--- src/rtl/jtdsp16_pkg.sv ---
// Shared constants, encodings and helpers for the JTDSP16 interrupt scheduler.
package jtdsp16_pkg;

  localparam int unsigned PIOC_W    = 16;
  localparam int unsigned NSRC      = 3;
  localparam int unsigned IACK_W    = 2;

  localparam int unsigned EN_IRQ    = 0;
  localparam int unsigned EN_IBF    = 1;
  localparam int unsigned EN_OBE    = 2;
  localparam int unsigned CLR_IRQ   = 8;
  localparam int unsigned ST_PEND   = 3;
  localparam int unsigned ST_SHADOW = 6;

  typedef enum logic [1:0] {
    SRC_NONE = 2'd0,
    SRC_IRQ  = 2'd1,
    SRC_IBF  = 2'd2,
    SRC_OBE  = 2'd3
  } irq_src_e;

  typedef enum logic {
    ST_IDLE    = 1'b0,
    ST_SERVICE = 1'b1
  } state_e;

  // Fixed priority: IRQ > IBF > OBE.
  function automatic irq_src_e prio_enc(input logic [NSRC-1:0] req);
    irq_src_e win;
    win = SRC_NONE;
    if (req[EN_IRQ])      win = SRC_IRQ;
    else if (req[EN_IBF]) win = SRC_IBF;
    else if (req[EN_OBE]) win = SRC_OBE;
    return win;
  endfunction

endpackage

--- src/rtl/jtdsp16_edge_sync.sv ---
// Multi-flop synchroniser for the asynchronous irq pin with a registered
// rising-edge pulse; free-running on clk.
module jtdsp16_edge_sync #(
  parameter int unsigned SYNC_STAGES = 2
) (
  input  logic clk,
  input  logic rst_n,
  input  logic d_i,
  output logic rise_o
);

  logic [SYNC_STAGES-1:0] sync_q;
  logic [SYNC_STAGES-1:0] vld_q;
  logic                   rise_q;

  // vld_q gates detection until the chain holds real pin samples, so a pin
  // already high when reset releases is not seen as an edge.
  always_ff @(posedge clk or negedge rst_n) begin
    if (!rst_n) begin
      sync_q <= '0;
      vld_q  <= '0;
      rise_q <= 1'b0;
    end else begin
      sync_q <= {sync_q[SYNC_STAGES-2:0], d_i};
      vld_q  <= {vld_q[SYNC_STAGES-2:0], 1'b1};
      rise_q <= sync_q[SYNC_STAGES-2] & ~sync_q[SYNC_STAGES-1] & vld_q[SYNC_STAGES-1];
    end
  end

  assign rise_o = rise_q;

endmodule

--- src/rtl/jtdsp16_irq_sched.sv ---
// Interrupt scheduler: PIOC enables/pending, fixed-priority arbitration and
// shadow/service sequencing with XAAU vector request and iack pulse.
module jtdsp16_irq_sched
  import jtdsp16_pkg::*;
#(
  parameter int unsigned SYNC_STAGES = 2
) (
  input  logic              clk,
  input  logic              rst_n,
  input  logic              cen,
  input  logic              irq,
  input  logic              siord_full,
  input  logic              siowr_empty,
  input  logic              inst_done,
  input  logic              ireturn,
  input  logic              pioc_wr,
  input  logic [PIOC_W-1:0] pioc_din,
  output logic [PIOC_W-1:0] pioc_dout,
  output logic              irq_take,
  output logic              shadow,
  output logic              iack,
  output logic [1:0]        irq_src
);

  state_e            state_q, state_d;
  irq_src_e          src_q, src_d, win_c;
  logic              take_q, take_d;
  logic              shadow_q;
  logic              iack_q;
  logic [IACK_W-1:0] cnt_q, cnt_d;
  logic              pend0_q;
  logic [NSRC-1:0]   en_q;
  logic [NSRC-1:0]   pend_c, req_c;
  logic              clr_c;
  logic              irq_rise;
  logic              pioc_unused;

  jtdsp16_edge_sync #(.SYNC_STAGES(SYNC_STAGES)) u_sync (
    .clk    (clk),
    .rst_n  (rst_n),
    .d_i    (irq),
    .rise_o (irq_rise)
  );

  assign pend_c      = {siowr_empty, siord_full, pend0_q};
  assign req_c       = pend_c & en_q;
  assign pioc_unused = ^{pioc_din[PIOC_W-1:CLR_IRQ+1], pioc_din[CLR_IRQ-1:NSRC]};

  always_ff @(posedge clk or negedge rst_n) begin
    if (!rst_n) begin
      state_q  <= ST_IDLE;
      src_q    <= SRC_NONE;
      take_q   <= 1'b0;
      shadow_q <= 1'b0;
      iack_q   <= 1'b0;
      cnt_q    <= '0;
    end else if (cen) begin
      state_q  <= state_d;
      src_q    <= src_d;
      take_q   <= take_d;
      shadow_q <= (state_d == ST_SERVICE);
      iack_q   <= (cnt_d != '0);
      cnt_q    <= cnt_d;
    end
  end

  always_comb begin
    state_d = state_q;
    src_d   = src_q;
    take_d  = 1'b0;
    cnt_d   = cnt_q;
    win_c   = prio_enc(req_c);
    if (cnt_q != '0) cnt_d = cnt_q - IACK_W'(1);
    case (state_q)
      ST_IDLE: begin
        if (inst_done && (req_c != '0)) begin
          state_d = ST_SERVICE;
          src_d   = win_c;
          take_d  = 1'b1;
          cnt_d   = IACK_W'(2);
        end
      end
      ST_SERVICE: begin
        if (ireturn) begin
          state_d = ST_IDLE;
          src_d   = SRC_NONE;
        end
      end
      default: state_d = ST_IDLE;
    endcase
    clr_c = (pioc_wr && pioc_din[CLR_IRQ]) || (take_d && (win_c == SRC_IRQ));
  end

  // A synchronised edge is captured on any clk and wins over a same-edge clear.
  always_ff @(posedge clk or negedge rst_n) begin
    if (!rst_n) begin
      pend0_q <= 1'b0;
      en_q    <= '0;
    end else begin
      if (irq_rise)          pend0_q <= 1'b1;
      else if (cen && clr_c) pend0_q <= 1'b0;
      if (cen && pioc_wr)    en_q    <= pioc_din[EN_OBE:EN_IRQ];
    end
  end

  always_comb begin
    pioc_dout                   = '0;
    pioc_dout[ST_SHADOW]        = shadow_q;
    pioc_dout[ST_PEND +: NSRC]  = pend_c;
    pioc_dout[EN_IRQ +: NSRC]   = en_q;
  end

  assign irq_take = take_q;
  assign shadow   = shadow_q;
  assign iack     = iack_q;
  assign irq_src  = src_q;

endmodule

--- config.mk ---
export PLATFORM = sky130hd
export DESIGN_NAME = jtdsp16_irq_sched
export DESIGN_NICKNAME = d
export VERILOG_FILES = /design/src/rtl/jtdsp16_pkg.sv /design/src/rtl/jtdsp16_edge_sync.sv /design/src/rtl/jtdsp16_irq_sched.sv
export SDC_FILE = /design/constraint.sdc
export NUM_CORES = 1
export LEC_CHECK = 0
export ABC_AREA = 1
export BUFFER_PORTS_ARGS = -buffer_cell sky130_fd_sc_hd__buf_2
export CORE_MARGIN = 5
export CORE_UTILIZATION = 44
export CTS_CLUSTER_DIAMETER = 150
export DETAILED_ROUTE_END_ITERATION = 7
export GPL_ROUTABILITY_DRIVEN = 1
export PLACE_DENSITY = 0.82
export SLEW_MARGIN = 20
export SYNTH_ARGS = -nofsm -noshare
export SYNTH_HDL_FRONTEND = slang
export SYNTH_SLANG_ARGS = --single-unit
--- constraint.sdc ---
create_clock -name clk -period 2.9 [get_ports clk]
set_input_delay 0.435 -clock clk [delete_from_list [all_inputs] [get_ports clk]]
set_output_delay 0.435 -clock clk [all_outputs]
set_load 0.02 [all_outputs]
==> qor.yml <==
fill_cells: 148
gr-total-overflow: 0
drtIter0Drc: 5
postSynthAreaPerCell_um2: 9.93
port-buffer-count: 24
syn-instance-count: 76
critPathRequiredTime_ps: 2470
gp_congestion: 0.759
initial_core_util: 0.452
p_switching_mw: 0.203
fin_crit_sh: 0.471
ctsResizeCount: 0
detail_route.first_pass.iterations: 3
cts_buffer_depth: 2
grtUsageMet3: 0.0641
critPathMaxStageDelay_ps: 450
htreeDepth: 1
avgRoutedWirePerCell_um: 11.4
status: "completed"
hpwlAfterDp_mm: 1.10
row_count: 15
stdcell_count: 115
p_int_mw: 0.396
share_comb_of_total_power: 0.282
p_sw_frac: 0.339
crit_chain: "buf_2"
ctsHoldBuffers: 0
start_kind: "flop"
avgViaCountPerCell: 4.76
synth_top_family_by_area: "simple AND/OR/NAND/NOR gates"
fmax_mhz: 732
pwr-share-seq: 0.481
p_clk_frac: 0.238
max-vdd-ir-drop_uv: 346
use_met2: 0.184
yosys_warnings: 0
pin_count: 46
dp.cells: 111
cts_root_buf: "clkbuf_4"
cp.arrival_ps: 930
fin_nets: 124
first_global_vias: 540
synthAdderAreaFrac: 0
synth_largest_area_cell: "dfrtp_1"
cts_buffers: 3
track_usage: 0.114
areaGrowthSynthToFinish_pct: 13.1
cts_tree: "yes"
post-cts-setup-buffers: 0
fin_skew_ps: 3.42
synthMuxAreaShare: 0.0597
drv_cap: 0
r2r_slack_ps: 1820
die_h_um: 51.4
grt_max_degree: 17
synth-simple-area-share: 0.234
power_density_nw_per_um2: 702
drive_above_1_share: 0.347
report.final.hold_viol_count: 0
p_leak_nw: 0.498
synth_compound_area_frac: 0.00663
coreArea_um2: 1670
die_x_um: 51.4
period_minus_slack_ps: 1370
antenna_found_initial: 0
synth_top_area_share: 0.531
clk_latency_ps: 280
setup_violations: 0
hold_class: "input pin to asynchronous set/reset pin"
cts.sinks: 16
vias: 547
cp-end-kind: "output port"
final_max_slew_viol_count: 0
crit_slowest_cell: "dfrtp_1"
synth_area_leaders: "dfrtp_1 53%, buf_4 13%, nand2_1 10%"
die_area_um2: 2640
drc: 0
tns_ps: 0
synthXorXnorAreaFrac: 0
syn_area_um2: 754
holdWs_ps: 39.2
use_met1: 0.122
wirelength_mm: 1.31
cts.clk_slew.worst_paths_ps: 90
rsz0062_at_grt: "no"
setup.worst_path.class: "flop to output port"
grt_busiest_layer: "met2"
synth_seq_cells: 16
num_antenna_cells: 0
grt_first_pass_wirelength_mm: 2.19
ys_types: 14
ys_seq_area_frac: 0.531
path_delay_family: "flip-flops"
critPathBufInv: 1
crit_fanout: 5
ant_nets: 0
-- sequential cells by signal, summed over array words and instances (netlist names) --
signal,cells
en_q,3
cnt_q,2
irq_src,2
u_sync.sync_q,2
u_sync.vld_q,2
iack,1
irq_take,1
pend0_q,1
shadow,1
u_sync.rise_o,1
-- cells in the mapped netlist --
cell type   n
inv_1       3
nand2_4     1
nor2_4      1
nor2_1      2
buf_6       1
dfrtp_1    16
buf_4      13
nand4_1     2
nand2_1    21
conb_1      2
nand3_1     9
o21ai_0     1
mux2_4      3
nand3_2     1
-- power by group through the flow --
stage | Combinational, mW | Clock, mW | Sequential, mW
6_report | 0.169 | 0.142 | 0.288
5_1_grt | 0.186 | 0.159 | 0.294
4_1_cts | 0.172 | 0.149 | 0.289
3_5_place_dp | 0.170 | 0 | 0.294
3_3_place_gp | 0.167 | 0 | 0.291
2_1_floorplan | 0.0991 | 0 | 0.323
-- per-stage QoR --
step | total power, mW | area [µm²] | utilization | worst slack, ps
after floorplan | 0.422 | 785 | - | 1750
after global placement | 0.457 | 817 | 0.489 | 1750
after detailed placement | 0.464 | 817 | 0.489 | 1710
after CTS | 0.610 | 853 | 0.511 | 1510
after global routing | 0.639 | 853 | 0.511 | 1480
final | 0.599 | 853 | 0.511 | 1530
-- cell usage in the layout (no fill, tap or decap) --
| master | synthesis | final |
|---|---|---|
| buf_2 | 0 | 24 |
| nand2_1 | 21 | 21 |
| dfrtp_1 | 16 | 16 |
| conb_1 | 2 | 10 |
| nand3_1 | 9 | 9 |
| inv_1 | 3 | 3 |
| mux2_4 | 3 | 3 |
| clkbuf_4 | 0 | 3 |
| nor2_1 | 2 | 2 |
| nand4_1 | 2 | 2 |
| nor2_4 | 1 | 1 |
| nand3_2 | 1 | 1 |
| o21ai_0 | 1 | 1 |
| nand2_4 | 1 | 1 |
| clkbuf_8 | 0 | 1 |
-- area by class of cell --
type / instances / area [µm²] / share of cell area
sequential: 16 / 400 / 0.469
multi-input combinational: 51 / 264 / 0.309
timing repair buffer: 24 / 120 / 0.141
clock buffer: 4 / 36.3 / 0.0425
tap: 17 / 21.3 / 0.0249
inverter: 3 / 11.3 / 0.0132
-- cell families (layout without fill, tap and decap cells) --
| group | after synthesis | in the layout |
|---|---|---|
| buf+inv | 17 | 31 |
| mux | 3 | 3 |
| other cells | 2 | 10 |
| flops | 16 | 16 |
| compound gates | 1 | 1 |
| simple gates | 37 | 37 |
-- metal layers --
layer,vias up,share of wire
met5,-,0
met4,0,0
met3,0,0.11
met2,23,0.53
met1,263,0.36
li1,261,-
-- worst paths after layout --
path | startpoint | to | cells after the start
max reg2reg | en_q[2] | irq_src[0] | 5
max in group asynchronous | rst_n | u_sync.sync_q[1] | 1
min | rst_n | shadow | 1
min in group clk | irq | u_sync.sync_q[0] | 1
max | shadow | pioc_dout[6] | 1
min reg2reg | u_sync.vld_q[0] | u_sync.vld_q[1] | 0
-- worst register-to-register path, delay by kind of cell (launching register included) --
| kind | cells | cell delay [ps] |
|---|---|---|
| AND/OR/NAND/NOR | 5 | 560 |
| flip-flops | 1 | 410 |
Power figures use the tool's default switching activity.
